## config.mk

```make
export PLATFORM = sky130hd
export DESIGN_NAME = reg_bank_scan
export DESIGN_NICKNAME = d
export VERILOG_FILES = /design/src/rtl/reg_bank_scan.sv
export SDC_FILE = /design/constraint.sdc
export NUM_CORES = 1
export LEC_CHECK = 0
export ABC_AREA = 1
export BUFFER_PORTS_ARGS = -buffer_cell sky130_fd_sc_hd__buf_4
export CAP_MARGIN = 30
export CORE_MARGIN = 5
export CORE_UTILIZATION = 55
export CTS_BUF_LIST = sky130_fd_sc_hd__clkbuf_8 sky130_fd_sc_hd__clkbuf_16
export DETAILED_ROUTE_END_ITERATION = 8
export PLACE_DENSITY_LB_ADDON = 0.15
export SLEW_MARGIN = 40
export SYNTH_ARGS = -nofsm -noshare
export SYNTH_HDL_FRONTEND = slang
export SYNTH_SLANG_ARGS = --single-unit
```

## constraint.sdc

```tcl
create_clock -name clk -period 1.95 [get_ports clk]
set_input_delay 0.0975 -clock clk [delete_from_list [all_inputs] [get_ports clk]]
set_output_delay 0.0975 -clock clk [all_outputs]
set_load 0.03 [all_outputs]
```

## src/rtl/reg_bank_scan.sv

```systemverilog
// ---------------------------------------------------------------------------
// reg_bank_scan
//   16-entry x N-bit register bank with a scan sequencer feeding a 16:1
//   output mux. Entries are written through a simple write port while the
//   sequencer is not scanning. A scan presents entries 0..LAST one at a time
//   on sel under a valid/ready handshake.
//
// Optional feature macro: SCAN_SKIP_ZERO_EN
//   defined   : zero-valued entries are not offered. Each one costs exactly
//               one cycle with out_valid=0 and advances sel without out_ready.
//   undefined : every entry 0..LAST is offered.
//
// Parameters
//   N     data width of each entry
//   LAST  highest scanned index (1..15)
//
// Ports
//   clk        rising-edge clock
//   rst_n      asynchronous active-low reset
//   wr_en      write strobe
//   wr_addr    write index
//   wr_data    write data
//   wr_err     one-cycle pulse: a write was dropped because busy was high
//   start      begin a scan (honoured in IDLE only)
//   loop       continuous mode: wrap LAST->0 instead of finishing
//   abort      synchronous scan cancel (honoured in SCAN only)
//   sel        index presented to the mux select
//   bank_flat  entry k at bits [k*N +: N], direct register view
//   out_valid  entry at sel is offered
//   out_ready  consumer accepts the entry at sel
//   busy       high in SCAN
//   done       one-cycle pulse: scan completed, or wrapped in loop mode
// ---------------------------------------------------------------------------
module reg_bank_scan #(
    parameter int N    = 8,
    parameter int LAST = 15
) (
    input  logic            clk,
    input  logic            rst_n,
    input  logic            wr_en,
    input  logic [3:0]      wr_addr,
    input  logic [N-1:0]    wr_data,
    output logic            wr_err,
    input  logic            start,
    input  logic            loop,
    input  logic            abort,
    output logic [3:0]      sel,
    output logic [16*N-1:0] bank_flat,
    output logic            out_valid,
    input  logic            out_ready,
    output logic            busy,
    output logic            done
);

    localparam logic [1:0] ST_IDLE  = 2'd0;
    localparam logic [1:0] ST_SCAN  = 2'd1;
    localparam logic [1:0] ST_DONE  = 2'd2;
    localparam logic [3:0] LAST_IDX = 4'(LAST);

    logic [N-1:0] r_bank [16];
    logic [1:0]   r_state;
    logic [3:0]   r_sel;
    logic         r_done;
    logic         r_wr_err;

    logic         w_scan;
    logic [N-1:0] w_entry;
    logic         w_skip;
    logic         w_offer;
    logic         w_advance;
    logic         w_wr_ok;
    logic [1:0]   w_state_nxt;
    logic [3:0]   w_sel_nxt;
    logic         w_done_nxt;

    assign w_scan  = (r_state == ST_SCAN);
    assign w_entry = r_bank[r_sel];

`ifdef SCAN_SKIP_ZERO_EN
    // A zero entry is stepped over in one cycle without being offered.
    assign w_skip = w_scan & (w_entry == {N{1'b0}});
`else
    assign w_skip = 1'b0;
`endif

    assign w_offer   = w_scan & ~w_skip;
    assign w_advance = w_skip | (w_offer & out_ready);
    // Bank is frozen during a scan so the offered data never changes under valid.
    assign w_wr_ok   = wr_en & ~w_scan;

    // Next-state, next-select and done-pulse decode for the scan sequencer.
    always_comb begin
        w_state_nxt = r_state;
        w_sel_nxt   = r_sel;
        w_done_nxt  = 1'b0;
        case (r_state)
            ST_IDLE: begin
                // start wins over abort here because abort only acts in SCAN.
                if (start) begin
                    w_state_nxt = ST_SCAN;
                    w_sel_nxt   = 4'd0;
                end else begin
                    w_state_nxt = ST_IDLE;
                end
            end
            ST_SCAN: begin
                if (abort) begin
                    w_state_nxt = ST_IDLE;
                    w_sel_nxt   = 4'd0;
                end else if (w_advance) begin
                    if (r_sel == LAST_IDX) begin
                        w_done_nxt = 1'b1;
                        if (loop) begin
                            w_sel_nxt = 4'd0;
                        end else begin
                            // sel stays on LAST through DONE and the following IDLE.
                            w_state_nxt = ST_DONE;
                        end
                    end else begin
                        w_sel_nxt = r_sel + 4'd1;
                    end
                end else begin
                    w_state_nxt = ST_SCAN;
                end
            end
            ST_DONE: begin
                w_state_nxt = ST_IDLE;
            end
            default: begin
                w_state_nxt = ST_IDLE;
                w_sel_nxt   = 4'd0;
            end
        endcase
    end

    // Sequencer state, select and status pulses.
    always_ff @(posedge clk or negedge rst_n) begin
        if (!rst_n) begin
            r_state  <= ST_IDLE;
            r_sel    <= 4'd0;
            r_done   <= 1'b0;
            r_wr_err <= 1'b0;
        end else begin
            r_state  <= w_state_nxt;
            r_sel    <= w_sel_nxt;
            r_done   <= w_done_nxt;
            r_wr_err <= wr_en & w_scan;
        end
    end

    // Register bank storage; contents are lost on reset.
    always_ff @(posedge clk or negedge rst_n) begin
        if (!rst_n) begin
            for (int k = 0; k < 16; k++) begin
                r_bank[k] <= {N{1'b0}};
            end
        end else begin
            if (w_wr_ok) begin
                r_bank[wr_addr] <= wr_data;
            end
        end
    end

    genvar g;
    generate
        for (g = 0; g < 16; g++) begin : g_flat
            assign bank_flat[g*N +: N] = r_bank[g];
        end
    endgenerate

    // Status outputs decode directly from registered state so that reset
    // clears them in the same cycle.
    assign sel       = r_sel;
    assign busy      = w_scan;
    assign out_valid = w_offer;
    assign done      = r_done;
    assign wr_err    = r_wr_err;

endmodule
```

==> results.md, run 1 <==
* Status: completed
* Worst-path fanout max at 6
* Die X at 113 µm
* Worst-path cell chain: ha_1 -> nand4_1 -> nand3_1 -> o211ai_1 -> dlygate4sd3_1
* Synthesized netlist net count at 546
* Tightest Hold Check Type: primary input to register
* Max Clock Skew at about 3.7 ps
* Drt pass-1 iters at 4
* Post-Synthesis Cells at 526
* Min Tclk post-route at 1740 ps
* FILL cells at 721
* Worst R2R Setup Slack at 210 ps
* TritonCTS Sinks at 136
* Initial antenna violation count at 0
* Total GRT Usage at between 20% and 30%
* Synth Register Bits at 136
* Slowest stage delay, CP at 580 ps
* Number of buffers added for setup after CTS at 0
* H-tree depth at 4
* Slew margin rel. at 54.8%
* Final Hold Vio Count at 0
* Unrepaired setup endpoints after global routing: no
* Ports at approximately 160
* CP arrival at roughly 2100 ps
* Top FF cell, synth: dfrtp_1
* First-pass GRT wire length at 23.2 mm
* PD cells at 1440 nW/µm²
* Max-Cap Viols at 0
* Starting Density at between 50% and 60%
* DIE AREA at 12700 µm²
* DP HPWL at just under 10 mm
* Worst vdd ir at 0.720 mV
* Avg Cell Area, Syn at 11.0 µm²
* CTS buffer count at 17
* WHS Endpoint: bank_flat[67]
* Cell area after placement at 6960 µm²
* Endpoint type of the worst setup path: register
* Worst skew pair latency at 510 ps
* Root Driver: clkbuf_8
* Nets at a little over 700
* Asr flop ratio synth at 100%
* Cell Area, Synth at 5800 µm²
* Grt total ovfl at 0
* Core Area at 10300 µm²
* Vias at 4322
* Fraction of layout cells with a size suffix above 1 at 43.6%
* Chip height at 113 µm
* Design Area, Final at 7640 µm²
* DRC viols at 0
* First DRT Iteration DRCs at 278
* Max stage delay cell, worst path: dlygate4sd3_1
* Number of global-route vias before repair at 4282
* Routed vias/inst at 5.13
* Total Wirelength at 14.3 mm
* Hold Path Origin: wr_data[3]
* Crit share post-route at 89.2%
* Crit Reg-Reg Startpoint: sel[0]
* Post-CTS sizing at 0
* Clk buf depth at 2
* Fmax at about 580 MHz
* Required @ worst endpoint at 2340 ps
* Reg2Reg Capture Point: r_state[0]
* Area Overhead vs Synth at 31.8%
* Depth of the worst hold-timing path at 4
* Diodes inserted at 0
* Worst Reg-to-Reg Cells at 5
* Final setup fails at 0
* Warnings, synthesis at 0
* Setup TNS at 0 ps
* Sequential area share after synthesis at 58.7%
* CP startpoint kind: register
* # rows at 37
* Post-synth EDFFs at 0
* Commonest non-fill, non-tap cell in the layout: buf_4
* Slew @ Worst Pin at 678 ps
* Slew Limit Fails at 0
* CTS tree: built
* Most frequent cells in the layout: buf_4 (162), nand2_1 (144), dfrtp_1 (136)
* PortBufs at 154
* Wire length per cell at 17.0 µm
* Cell variety after synth at 20
* Largest net degree at the start of global routing at 50
* Clock transition at the registers of the reported paths at approximately 60 ps
* RePlAce Congestion at 0.844
* Setup CP Type: register to register
* Leak Pwr at 3.83 nW
* Antenna Violating Nets Remaining at 0
## power by group
| part | switching (W) | internal, W | total, W | leakage [nW] |
|---|---|---|---|---|
| Sequential | 0.000470 | 0.00352 | 0.00399 | 1.76 |
| Combinational | 0.00240 | 0.00138 | 0.00378 | 1.76 |
| Clock | 0.00114 | 0.00206 | 0.00320 | 0.307 |
| Total | 0.00401 | 0.00696 | 0.0110 | 3.83 |
## layout make-up
| type | instances | area [µm²] | area share [%] |
|---|---|---|---|
| Tap cell | 136 | 170 | 2.23 |
| Inverter | 21 | 78.8 | 1.03 |
| Clock buffer | 21 | 469 | 6.14 |
| Clock inverter | 11 | 129 | 1.69 |
| Multi-Input combinational cell | 343 | 2010 | 26.3 |
| Sequential cell | 136 | 3400 | 44.6 |
| Timing Repair Buffer | 174 | 1380 | 18.0 |
## routing by layer
metal	routed length (µm)	part of all wire [%]	GRT usage, %
met1	6120	43	31.2
met2	6910	48	37.3
met3	993	6.9	6.79
met4	289	2.0	8.25
met5	0	0	0
## Yosys cell counts (3+ instances only)
cell	instances	area [µm²]
nand3_1	5	25.0
inv_1	20	75.1
nand2_8	10	200
nand2_2	20	125
buf_4	7	52.6
nand4_1	3	18.8
nor2_1	28	105
o21ai_2	80	701
buf_12	11	220
o21ai_0	48	240
dfrtp_1	136	3400
buf_1	6	22.5
nand2_1	144	541
## per-stage QoR
step	hold slack, ps	setup WS (ps)	power, W	util [%]	instances
after floorplan	-198	555	0.00626	-	526
after global routing	87.6	129	0.0115	74.0	842
after global placement	164	491	0.00773	67.4	802
after detailed placement	172	454	0.00782	67.4	802
after CTS	73.5	267	0.0111	74.0	842
final	86.0	211	0.0110	74.0	842
## cells by family (layout without fill, tap and decap cells)
kind of cell | count (synthesis) | in the layout | synth area share [%]
compound gates | 129 | 129 | 16.4
fa+ha+maj | 1 | 1 | 0.216
flops | 136 | 136 | 58.7
buf+inv | 47 | 227 | 6.58
simple gates | 213 | 213 | 18.1
## sequential cells by signal (all words and copies together) (netlist names)
register and count:
wr_err 1, done 1, r_state 2, sel 4
bank_flat 128
## worst max-delay path by stage
stage | to | from | depth (start not counted)
2_1_floorplan | sel[2] | sel[0] | 7
3_3_place_gp | bank_flat[26] | r_state[0] | 6
3_5_place_dp | bank_flat[24] | r_state[0] | 6
4_1_cts | r_state[0] | sel[0] | 5
5_1_grt | r_state[0] | sel[0] | 5
6_report | r_state[0] | sel[0] | 5
## what timing repair did
action	CTS	global route
hold buffers	8	0
endpoints found under the hold margin	54	0
endpoints found under the setup margin	0	0
## worst max-delay path: cells and delay by family (launching register included)
kind | cells | cell delay (ps)
adders and majority gates | 1 | 220
and+or+nand+nor | 2 | 280
DFF | 1 | 430
buffers and inverters | 1 | 580
AOI/OAI and AO/OA | 1 | 100
Note: power is estimated with default switching activity, not from simulation.
==> run 2: changes to the inputs <==
Settings changed: CTS_BUF_LIST sky130_fd_sc_hd__clkbuf_8 sky130_fd_sc_hd__clkbuf_16 to sky130_fd_sc_hd__clkbuf_16, RECOVER_POWER from default to 25.
==> run 2 against run 1 <==
  * Cell count down 0.48%
  * Non-clock buffer count down 4
  * Setup slack better by 150 ps
  * Sequential share of layout area up 0.42 points
  * Clock-buffer cell count down 4
  * Combinational power about the same
  * Via count down 1.4%
  * Register-to-register slack better by 150 ps
==> results.md, run 2 (same netlist as run 1, synthesis figures left out) <==
* Min Tclk post-route at 1590 ps (was 1740 ps)
* DP HPWL at 9.61 mm (unchanged)
* Core Area at 10300 µm² (unchanged)
* Cell area after placement at 6960 µm² (unchanged)
* Post-CTS sizing at 0 (unchanged)
* H-tree depth at 4 (unchanged)
* Grt peak-use layer: met2 (unchanged)
* Slowest stage delay, CP at 580 ps (about the same)
* First-pass GRT wire length at 22.9 mm (was 23.2 mm)
* Final Hold Vio Count at 0 (unchanged)
* Worst-path fanout max at 3 (was 6)
* Leak Pwr at 3.79 nW (was 3.83 nW)
* Pre-CTS WS at 454 ps (unchanged)
* Slew Limit Fails at 0 (unchanged)
* Initial antenna violation count at 0 (unchanged)
* Tightest Hold Check Type: primary input to register (unchanged)
* Required @ worst endpoint at 2280 ps (was 2340 ps)
* Setup TNS at 0 ps (unchanged)
* Worst skew pair latency at 410 ps (was 510 ps)
* First DRT Iteration DRCs at 232 (was 278)
* Largest net degree at the start of global routing at 50 (unchanged)
* Setup CP Type: register to register (unchanged)
* Total power at 0.0108 W (was 0.0110 W)
* Fraction of layout cells with a size suffix above 1 at 43.3% (was 43.6%)
* # rows at 37 (unchanged)
* Design Area, Final at 7570 µm² (was 7640 µm²)
* Max Clock Skew at 6.46 ps (was 3.74 ps)
* Ports at 155 (unchanged)
* Clock transition at the registers of the reported paths at 50 ps (was 60 ps)
* Number of global-route vias before repair at 4239 (was 4282)
* Drt pass-1 iters at 4 (unchanged)
* PD cells at 1430 nW/µm² (was 1440 nW/µm²)
* Worst-path cell chain: inv_1 -> nand2_1 -> nor2_1 -> nand2_1 -> dlygate4sd3_1 -> nor2_1 (was ha_1 -> nand4_1 -> nand3_1 -> o211ai_1 -> dlygate4sd3_1)
* Root Driver: clkbuf_16 (was clkbuf_8)
* CP bufs+invs at 2 (was 1)
* Crit. path cell count at 6 (was 5)
* Unrepaired setup endpoints after global routing: no (unchanged)
* Max stage delay cell, worst path: dlygate4sd3_1 (unchanged)
* Antenna Violating Nets Remaining at 0 (unchanged)
* Most frequent cells in the layout: buf_4 (161), nand2_1 (144), dfrtp_1 (136) (was buf_4 (162), nand2_1 (144), dfrtp_1 (136))
* Max FFs per register at 128 (unchanged)
* CTS buffer count at 17 (unchanged)
* Finished Core Util at 73.3% (was 74.0%)
* Grt total ovfl at 0 (unchanged)
* DIE AREA at 12700 µm² (unchanged)
* Slew margin rel. at 13.2% (was 54.8%)
* Final setup fails at 0 (unchanged)
* Met3 usage at 6.95% (was 6.79%)
* CP arrival at 1920 ps (was 2130 ps)
* PortBufs at 154 (unchanged)
* Psw at 0.00398 W (was 0.00401 W)
* Clk buf depth at 2 (unchanged)
* Vias at 4262 (was 4322)
* Status: completed (unchanged)
* RePlAce Congestion at 0.844 (unchanged)
* Nets at 709 (was 713)
* M1 GR Usage at 30.9% (was 31.2%)
* Worst Reg-to-Reg Cells at 6 (was 5)
* Chip height at 113 µm (unchanged)
* Fmax at 628 MHz (was 575 MHz)
* Depth of the worst hold-timing path at 3 (was 4)
* Endpoint type of the worst setup path: register (unchanged)
* Power Internal at 0.00685 W (was 0.00696 W)
* Comb power frac at 34.8% (was 34.4%)
* Part of the power in registers at 36.9% (was 36.4%)
* Crit share post-route at 81.7% (was 89.2%)
* Starting Density at 56.2% (unchanged)
* DRC viols at 0 (unchanged)
* Max-Cap Viols at 0 (unchanged)
* Diodes inserted at 0 (unchanged)
* Die X at 113 µm (unchanged)
* Total GRT Usage at 23.4% (was 23.5%)
* Area Overhead vs Synth at 30.5% (was 31.8%)
* Wire length per cell at 16.8 µm (was 17.0 µm)
* Routed vias/inst at 5.09 (was 5.13)
* Total Wirelength at 14.1 mm (was 14.3 mm)
* TritonCTS Sinks at 136 (unchanged)
* CP startpoint kind: register (unchanged)
* CP delay by family, top: buffers and inverters (unchanged)
* Clock share of power at 28.4% (was 29.2%)
* PnR worst setup slack at 356 ps (was 211 ps)
* Sw Share at 36.7% (was 36.6%)
* M2 GR Usage at 36.8% (was 37.3%)
* Commonest non-fill, non-tap cell in the layout: buf_4 (unchanged)
* Worst vdd ir at 0.715 mV (was 0.720 mV)
* CTS tree: built (unchanged)
* Slew @ Worst Pin at 1300 ps (was 678 ps)
run 2: area by class of cell:
class                           instances  area (µm²)
Sequential cell                       136        3400
Fill cell                             740        2760
Multi-Input combinational cell        343        2010
Timing Repair Buffer                  170        1330
Clock buffer                           17         425
Tap cell                              136         170
Clock inverter                         15         144
Inverter                               21        78.8
run 2: timing repair:
| action | in CTS | in global routing |
|---|---|---|
| hold endpoints to repair | 49 | 0 |
| hold buffers | 4 | 0 |
| buffers inserted | 0 | 0 |
| setup endpoints to repair | 0 | 0 |
run 2: layer usage:
metal | wire length (µm) | vias up
met2 | 6950 | 138
met3 | 1090 | 10
met5 | 0 | -
met1 | 5870 | 2058
li1 | - | 2056
met4 | 179 | 0
run 2: final timing paths:
check | slack, ps | from | end
max | 360 | r_state[1] | r_state[1]
min | 30 | wr_en | wr_err
max reg2reg | 360 | r_state[1] | r_state[1]
min reg2reg | 480 | bank_flat[49] | bank_flat[49]
max in group asynchronous | 610 | rst_n | bank_flat[125]
min in group asynchronous | 520 | rst_n | done
run 2: power by group through the flow:
| stage | clock network [W] | registers, W | logic (W) |
|---|---|---|---|
| finish | 0.00307 | 0.00399 | 0.00377 |
| global route | 0.00326 | 0.00408 | 0.00401 |
| CTS | 0.00313 | 0.00399 | 0.00382 |
| detailed placement | 0 | 0.00402 | 0.00380 |
| global placement | 0 | 0.00400 | 0.00372 |
| floorplan | 0 | 0.00533 | 0.000930 |
run 2: worst register-to-register path, cell delays in order (launching register included):
cell and delay [ps]:
dfrtp_1 410, inv_1 80, nand2_1 90, nor2_1 190
nand2_1 60, dlygate4sd3_1 580, nor2_1 120
run 2: per-stage QoR:
stage	hold slack [ps]	instances
after detailed placement	172	802
after global placement	164	802
after floorplan	-198	526
final	30.3	838
after global routing	24.0	838
after CTS	12.4	838
